[config.mk]
export PLATFORM = sky130hd
export DESIGN_NAME = muu_sequencer
export DESIGN_NICKNAME = d
export VERILOG_FILES = /design/src/rtl/muu_sequencer.sv
export SDC_FILE = /design/constraint.sdc
export NUM_CORES = 2
export LEC_CHECK = 0
export CORE_ASPECT_RATIO = 1.25
export CORE_MARGIN = 3
export CORE_UTILIZATION = 40
export CTS_BUF_LIST = sky130_fd_sc_hd__clkbuf_4 sky130_fd_sc_hd__clkbuf_8
export DETAILED_ROUTE_END_ITERATION = 10
export SYNTH_ARGS = -nofsm -noshare
export SYNTH_HDL_FRONTEND = slang
export SYNTH_SLANG_ARGS = --single-unit
[constraint.sdc]
create_clock -name clk -period 12.58 [get_ports clk]
set_clock_uncertainty 0.05 [all_clocks]
set_input_delay 1.258 -clock clk [delete_from_list [all_inputs] [get_ports clk]]
set_output_delay 1.258 -clock clk [all_outputs]
set_load 0.02 [all_outputs]
[src/rtl/muu_sequencer.sv]
// rtl/muu_sequencer.sv - HI/LO owner sequencing multiply-class ops and a 32-step restoring divide
//
// Optional feature macro: MUU_ACCUM_EN (MADD/MSUBU accumulate into HI:LO; undefined -> ops 2/3 illegal)
//
// Ports:
//   clk        clock, rising edge
//   reset      synchronous, active-high
//   start      request valid, held by EX until accepted (start & ready)
//   op         0 MUL, 1 MULT, 2 MADD, 3 MSUBU, 4 DIV, 5 MFHI, 6 MFLO
//   rs, rt     operands, sampled only in the accept cycle
//   ready      idle, or in the completion cycle of a multi-cycle op
//   busy       ~ready
//   done       one-cycle completion pulse
//   out        result for MUL/MFHI/MFLO, held until the next out_valid
//   out_valid  one-cycle pulse with done for MUL/MFHI/MFLO
//   div_zero   one-cycle pulse with done for DIV by zero
//   illegal    one-cycle pulse with done for an unsupported op
//   hi_o, lo_o current HI/LO
module muu_sequencer #(
  parameter int MUL_LAT = 2,
  parameter int OP_W    = 4
) (
  input  logic            clk,
  input  logic            reset,
  input  logic            start,
  input  logic [OP_W-1:0] op,
  input  logic [31:0]     rs,
  input  logic [31:0]     rt,
  output logic            ready,
  output logic            busy,
  output logic            done,
  output logic [31:0]     out,
  output logic            out_valid,
  output logic            div_zero,
  output logic            illegal,
  output logic [31:0]     hi_o,
  output logic [31:0]     lo_o
);

  localparam logic [OP_W-1:0] OP_MUL   = OP_W'(0);
  localparam logic [OP_W-1:0] OP_MULT  = OP_W'(1);
`ifdef MUU_ACCUM_EN
  localparam logic [OP_W-1:0] OP_MADD  = OP_W'(2);
  localparam logic [OP_W-1:0] OP_MSUBU = OP_W'(3);
`endif
  localparam logic [OP_W-1:0] OP_DIV   = OP_W'(4);
  localparam logic [OP_W-1:0] OP_MFHI  = OP_W'(5);
  localparam logic [OP_W-1:0] OP_MFLO  = OP_W'(6);

  typedef enum logic [1:0] {IDLE, MULW, DIVI, DIVF} state_t;

  state_t          state, state_nxt, accept_tgt;
  logic [4:0]      cnt;
  logic [OP_W-1:0] op_q;
  logic [31:0]     a_q, b_q;
  logic [31:0]     rem_q, quo_q, div_q;
  logic            rs_neg_q, rt_neg_q;
  logic [31:0]     hi_q, lo_q, hi_nxt, lo_nxt;
  logic [31:0]     out_q;
  logic            done_q, out_valid_q, div_zero_q, illegal_q;

  logic            accept, is_mulc, is_div, is_mf;
  logic            mul_fin, div_fin, mul_out_live;
  logic [63:0]     prod_s;
  logic [32:0]     r2, diff;
  logic [31:0]     rem_step, quo_step;

  // Request decode
  always_comb begin
    is_mulc = (op == OP_MUL) || (op == OP_MULT)
`ifdef MUU_ACCUM_EN
              || (op == OP_MADD) || (op == OP_MSUBU)
`endif
              ;
    is_div  = (op == OP_DIV);
    is_mf   = (op == OP_MFHI) || (op == OP_MFLO);
    accept  = start && ready;
    if (is_mulc)
      accept_tgt = MULW;
    else if (is_div && (rt != 32'd0))
      accept_tgt = DIVI;
    else
      accept_tgt = IDLE;
  end

  // FSM: state register
  always_ff @(posedge clk) begin
    if (reset)
      state <= IDLE;
    else
      state <= state_nxt;
  end

  // FSM: next state. The completion cycle also accepts, so a follow-on
  // request can issue back-to-back.
  always_comb begin
    state_nxt = state;
    case (state)
      IDLE: if (accept) state_nxt = accept_tgt;
      MULW: if (cnt == 5'd0) state_nxt = accept ? accept_tgt : IDLE;
      DIVI: if (cnt == 5'd0) state_nxt = DIVF;
      DIVF: state_nxt = accept ? accept_tgt : IDLE;
      default: state_nxt = IDLE;
    endcase
  end

  // FSM: outputs. Multi-cycle ops complete combinationally in their last
  // cycle and commit HI/LO on the edge that ends it.
  always_comb begin
    mul_fin = (state == MULW) && (cnt == 5'd0);
    div_fin = (state == DIVF);
    ready   = (state == IDLE) || mul_fin || div_fin;
    busy    = ~ready;
  end

  // Multiply from registered operands; the counter models the fixed latency.
  assign prod_s = {{32{a_q[31]}}, a_q} * {{32{b_q[31]}}, b_q};
`ifdef MUU_ACCUM_EN
  logic [63:0] prod_u, acc;
  assign prod_u = {32'd0, a_q} * {32'd0, b_q};
  assign acc    = {hi_q, lo_q};
`endif

  // One restoring step on magnitudes: shift quotient MSB into remainder,
  // subtract divisor if it fits.
  always_comb begin
    r2       = {rem_q, quo_q[31]};
    diff     = r2 - {1'b0, div_q};
    rem_step = diff[32] ? r2[31:0] : diff[31:0];
    quo_step = {quo_q[30:0], ~diff[32]};
  end

  // HI/LO commit values; also forwarded to MFHI/MFLO accepted on the commit edge.
  always_comb begin
    hi_nxt = hi_q;
    lo_nxt = lo_q;
    if (mul_fin) begin
      case (op_q)
        OP_MULT:  {hi_nxt, lo_nxt} = prod_s;
`ifdef MUU_ACCUM_EN
        OP_MADD:  {hi_nxt, lo_nxt} = acc + prod_s;
        OP_MSUBU: {hi_nxt, lo_nxt} = acc - prod_u;
`endif
        default: ;
      endcase
    end else if (div_fin) begin
      lo_nxt = (rs_neg_q ^ rt_neg_q) ? (32'd0 - quo_q) : quo_q;
      hi_nxt = rs_neg_q ? (32'd0 - rem_q) : rem_q;
    end
  end

  // Datapath registers
  always_ff @(posedge clk) begin
    if (reset) begin
      cnt         <= 5'd0;
      op_q        <= '0;
      a_q         <= 32'd0;
      b_q         <= 32'd0;
      rem_q       <= 32'd0;
      quo_q       <= 32'd0;
      div_q       <= 32'd0;
      rs_neg_q    <= 1'b0;
      rt_neg_q    <= 1'b0;
      hi_q        <= 32'd0;
      lo_q        <= 32'd0;
      out_q       <= 32'd0;
      done_q      <= 1'b0;
      out_valid_q <= 1'b0;
      div_zero_q  <= 1'b0;
      illegal_q   <= 1'b0;
    end else begin
      done_q      <= 1'b0;
      out_valid_q <= 1'b0;
      div_zero_q  <= 1'b0;
      illegal_q   <= 1'b0;
      hi_q        <= hi_nxt;
      lo_q        <= lo_nxt;

      if (mul_out_live)
        out_q <= prod_s[31:0];

      if (state == DIVI) begin
        rem_q <= rem_step;
        quo_q <= quo_step;
      end
      if (((state == DIVI) || (state == MULW)) && (cnt != 5'd0))
        cnt <= cnt - 5'd1;

      if (accept) begin
        op_q <= op;
        if (is_mulc) begin
          a_q <= rs;
          b_q <= rt;
          cnt <= 5'(MUL_LAT - 1);
        end else if (is_div) begin
          if (rt == 32'd0) begin
            done_q     <= 1'b1;
            div_zero_q <= 1'b1;
          end else begin
            rem_q    <= 32'd0;
            quo_q    <= rs[31] ? (32'd0 - rs) : rs;
            div_q    <= rt[31] ? (32'd0 - rt) : rt;
            rs_neg_q <= rs[31];
            rt_neg_q <= rt[31];
            cnt      <= 5'd31;
          end
        end else if (is_mf) begin
          // Takes priority over a MUL result committing on the same edge.
          out_q       <= (op == OP_MFHI) ? hi_nxt : lo_nxt;
          out_valid_q <= 1'b1;
          done_q      <= 1'b1;
        end else begin
          illegal_q <= 1'b1;
          done_q    <= 1'b1;
        end
      end
    end
  end

  // Completion pulses of multi-cycle ops are suppressed while reset aborts them.
  assign mul_out_live = mul_fin && (op_q == OP_MUL);
  assign done         = done_q | ((mul_fin | div_fin) & ~reset);
  assign out_valid    = out_valid_q | (mul_out_live & ~reset);
  assign out          = mul_out_live ? prod_s[31:0] : out_q;
  assign div_zero     = div_zero_q;
  assign illegal      = illegal_q;
  assign hi_o         = hi_q;
  assign lo_o         = lo_q;

endmodule

## Word level (Yosys, flattened, before mapping)

Cells that the tools add are included.

| cells by class | value |
|---|---|
| bitwise operators | 13 |
| add/sub/neg operators | 6 |
| reduce and logical (&&, ||, !) cells | 23 |
| equality and inequality tests | 11 |
| multiplexer cells | 43 |
| multipliers | 1 |

Operator list:

| cell | count |
|---|---|
| $mux 32 | 27 |
| $sub 1x32->32 const A | 4 |
| $mul 32x32->64 | 1 |
| $sub 33x32->33 | 1 |
| $logic_not 32->1 | 1 |
| $reduce_bool 32->1 | 1 |
| $mux 5 | 5 |
| $eq 4x3->1 const B | 3 |
| $mux 2 | 6 |
| $eq 4x1->1 const B | 2 |
| $logic_not 4->1 | 2 |
| $pmux 2 s4 | 1 |
| $reduce_or 4->1 | 2 |
| $not 1->1 | 7 |
| $ne 2x2->1 const B | 3 |
| $logic_and 1x1->1 | 5 |
| $logic_not 5->1 | 1 |
| $logic_or 1x1->1 | 5 |
| $reduce_bool 5->1 | 1 |
| $sub 5x1->5 const B | 1 |
| $eq 2x2->1 const B | 2 |
| $mux 1 | 4 |
| $reduce_and 4->1 | 1 |
| $or 1x1->1 | 3 |
| other kinds (7) | 8 |

| storage, ports and cells | value |
|---|---|
| register bits | 273 |
| input bits | 71 |

## Logic depth before layout (Yosys ltp)

| logic depth | value |
|---|---|
| word-level depth | 9 |
| depth in mapped cells | 29 |
| mapped depth without buffers | 27 |

## Worst setup path after synthesis

OpenSTA, ideal clock, no wires.

| timing path | value |
|---|---|
| path kind | flip-flop to output port |
| start point | register b_q[2] |
| end point | output out[31] |
| required time | 11,272 ps |
| slack | 4,229 ps |
| cell stages (with the launch flop) | 21 |
| arrival | 7,043 ps |
| cells stage by stage | dfxtp_1 > clkbuf_1 > nand2_1 > fa_1 > fa_1 > fa_1 > fa_1 > inv_1 > fa_1 > fa_1 > fa_1 > fa_1 > ha_1 > and4_1 > and2_1 > nand3_1 > o21ai_0 > a31oi_2 > o31ai_1 > xnor2_1 > o21ai_0 |

| between the ends | value |
|---|---|
| word-level cells in the longest chain between the ends | 2 |

RTL lines:

| element | RTL line | source |
|---|---|---|
| start, declared | 55 | `logic [31:0] a_q, b_q;` |
| start signal, assigned | 193 | `b_q <= rt;` |
| $mul 32x32->64 | 117 | `assign prod_s = {{32{a_q[31]}}, a_q} * {{32{b_q[31]}}, b_q};` |
| $mux 32 | 224 | `assign out = mul_out_live ? prod_s[31:0] : out_q;` |
| end, declared | 32 | `output logic [31:0] out,` |

Every way passes these cells.

## Worst setup path after layout

| timing path | value |
|---|---|
| start point | register b_q[10] |
| end point | output out[31] |

Same word-level chain as after synthesis.

==> results.yml <==
critical_path:
  critPathTopFamily: "adder cells"
  crit_top_cell: "fa_1"
  rr_worst_depth: 25
  critPathMaxFanout: 22
  crit_slowest_cell: "dfxtp_1"
  critPathKind: "reg -> out"
  slowest_delay_ps: 920
  crit_buf_inv: 8
  worstPathRequired_ps: 11270
  reg2reg_from: "b_q[3]"
  ff2ff_setup_slack_ps: 2960
  cp.arrival_ps: 9710
  rr_endpoint: "out_q[28]"
  end_kind: "primary output"
  start_kind: "flip-flop"
worst_hold_path:
  hold_depth: 2
  holdCritStartpoint: "b_q[25]"
  hp-class: "reg -> reg"
  hold_end: "b_q[25]"
global_routing:
  grt_pass1_vias: 43053
  grt_max_degree: 161
  grt.overflow.total: 0
  antenna_found_initial: 7
  grt_first_pass_wirelength_um: 255000
  grt_usage_pct: 24.7
route:
  ant_nets: 0
  drc: 0
  wire_per_inst_um: 21.3
  drtIter0Drc: 2615
  vias_per_cell: 5.34
  drt_wl_total_um: 163000
  drtPass1Iterations: 6
  vias: 40713
place:
  gp_congestion: 0.952
  portBuffers: 172
  pre_cts_ws_ps: 2290
  dpl_cell_area_um2: 55100
  hpwl_um: 133000
sta:
  setup_tns_ps: 0
  slew-limit-headroom_pct: 14.2
  hold_slack_ps: 400
  hold_viol_final: 0
  finalWorstSetupSlack_ps: 1560
  finalCritPeriodShare_pct: 87.6
  timing.final.crit_period_ps: 11020
  setup_viol: 0
  fmax_mhz: 90.7
  rsz0062_at_grt: "false"
  worst_slew_pin_slew_ps: 1290
  final_max_slew_viol_count: 0
cells_and_area:
  syn_to_final_growth_pct: 8.38
  drive_above_1_share_pct: 4.03
  nNetsFinal: 7251
  final_util_pct: 43.7
  final_area_um2: 56200
logic_synthesis:
  synth_top_area_share_pct: 41.8
  syn_avg_cell_area_um2: 8.78
  synth_top_area_cell: "fa_1"
  synthTopCellsByArea: "fa_1, dfxtp_1, inv_1"
  postSynthNetCount: 7280
  ys_types: 81
  synth_ff_type: "dfxtp_1"
  ys_ff_latch: 273
  yosys-top-cells-count: "fa_1, inv_1, nand2_1"
  synth-seq-area-share_pct: 10.5
  syn_area_um2: 51800
  yosys.cell_count.top_type: "fa_1"
  netlist_instances: 5901
  synth_edf_count: 0
  ys.warnings.count: 0
  async_flop_share_pct: 0
floorplan:
  core_region_area_um2: 129000
  rows: 147
  die_h_um: 408
  design.die.area_um2: 134000
  ios: 173
  die_width_um: 328
  start_util_pct: 40.3
clock_tree:
  cts_made_buffers: 51
  cts_root_buf: "clkbuf_8"
  cts.repair.resized: 0
  cts_num_sinks: 273
  post_cts_buffers: 0
  ctsHoldBuffers: 0
  clockBufferDepth: 3
  cts_tree: "built"
  htreeDepth: 2
  path_clk_slew_ps: 80
  worstSkewPairLatency_ps: 660
pwr:
  leakage_uw: 0.0262
  power_density_nw_per_um2: 42.7
  ir_drop_mv: 0.0623
job:
  maxCapViolations: 0
status:
  status: "completed"
## layout by cell type (no fill, tap or decap), types with 50 or more instances in the layout
master / Yosys / layout
and2_1: 530 / 530
a21oi_1: 247 / 247
nor3_1: 51 / 50
o21ai_0: 150 / 150
nor2_1: 264 / 262
inv_1: 1005 / 1005
nand2_1: 857 / 856
mux2i_1: 55 / 55
clkbuf_8: 0 / 60
fa_1: 1083 / 1083
xnor2_1: 116 / 115
dfxtp_1: 273 / 268
ha_1: 225 / 224
a211oi_1: 77 / 77
buf_4: 3 / 91
xor2_1: 94 / 94
clkdlybuf4s50_1: 0 / 171
## area by class of cell
cell class                 instances  area (um^2)
fill                           12765        72400
multi-input combinational       4277        41200
sequential                       273         5470
inverter                        1005         3770
timing repair buffer             264         2430
tap                             1713         2140
clock buffer                      73          923
clock inverter                    14          165
antenna                            6         15.0
## state kept, by name, summed over array words and instances (netlist names), 4 cells and up, named ones only
name   cells
b_q       32
quo_q     32
cnt        5
a_q       32
lo_o      32
hi_o      32
out_q     32
op_q       4
rem_q     32
div_q     32
## logic make-up (layout without fill, tap and decap cells)
family,count (synthesis),in the layout,share of synthesized area [%]
buffers and inverters,1351,1356,9.95
and+or+nand+nor,1900,1900,17.5
DFF,273,273,10.5
other,0,6,0
adders and majority gates,1308,1308,47.3
xor gates and xnor gates,210,210,3.55
AOI/OAI and AO/OA,797,797,9.92
muxes,62,62,1.21
## worst max path at each step
stage                  from      end  slack (ps)  cells past startpoint
detailed placement  b_q[10]  out[31]        2290                     26
global placement    b_q[10]  out[31]        2400                     26
floorplan            b_q[2]  out[31]        4230                     20
CTS                 b_q[10]  out[31]        1570                     26
global route        b_q[10]  out[31]        1290                     26
finish              b_q[10]  out[31]        1560                     26
## report_power, final
part           switching [uW]  internal [uW]  total [uW]
sequential               22.2            881         904
combinational             335            201         535
clock                     424            534         957
total                     780           1620        2400
## layer usage
layer / track usage, % / up-vias / routed length, um / part of all wire (%)
met5: 0 / - / 17 / 0.010
met4: 11.0 / 2 / 8480 / 5.2
met3: 2.76 / 352 / 7900 / 4.9
met2: 43.6 / 1234 / 83000 / 51
met1: 30.1 / 20938 / 63300 / 39
li1: - / 18187 / - / -
## worst register-to-register path: cells and delay by family (launching register included)
kind	cells	cell delay, ps
AO/OA/AOI/OAI	7	1430
adder cells (fa/ha/maj)	9	5150
buffers and inverters	5	910
flip-flops	1	760
multiplexers	1	150
AND/OR/NAND/NOR	3	1080
## metrics by stage
step	cells	power (uW)
6_report	7625	2400
5_1_grt	7623	2490
4_1_cts	7619	2410
3_5_place_dp	7532	1450
3_3_place_gp	7532	1450
2_1_floorplan	5901	1260
No activity file was read; power rests on OpenSTA's default activity.
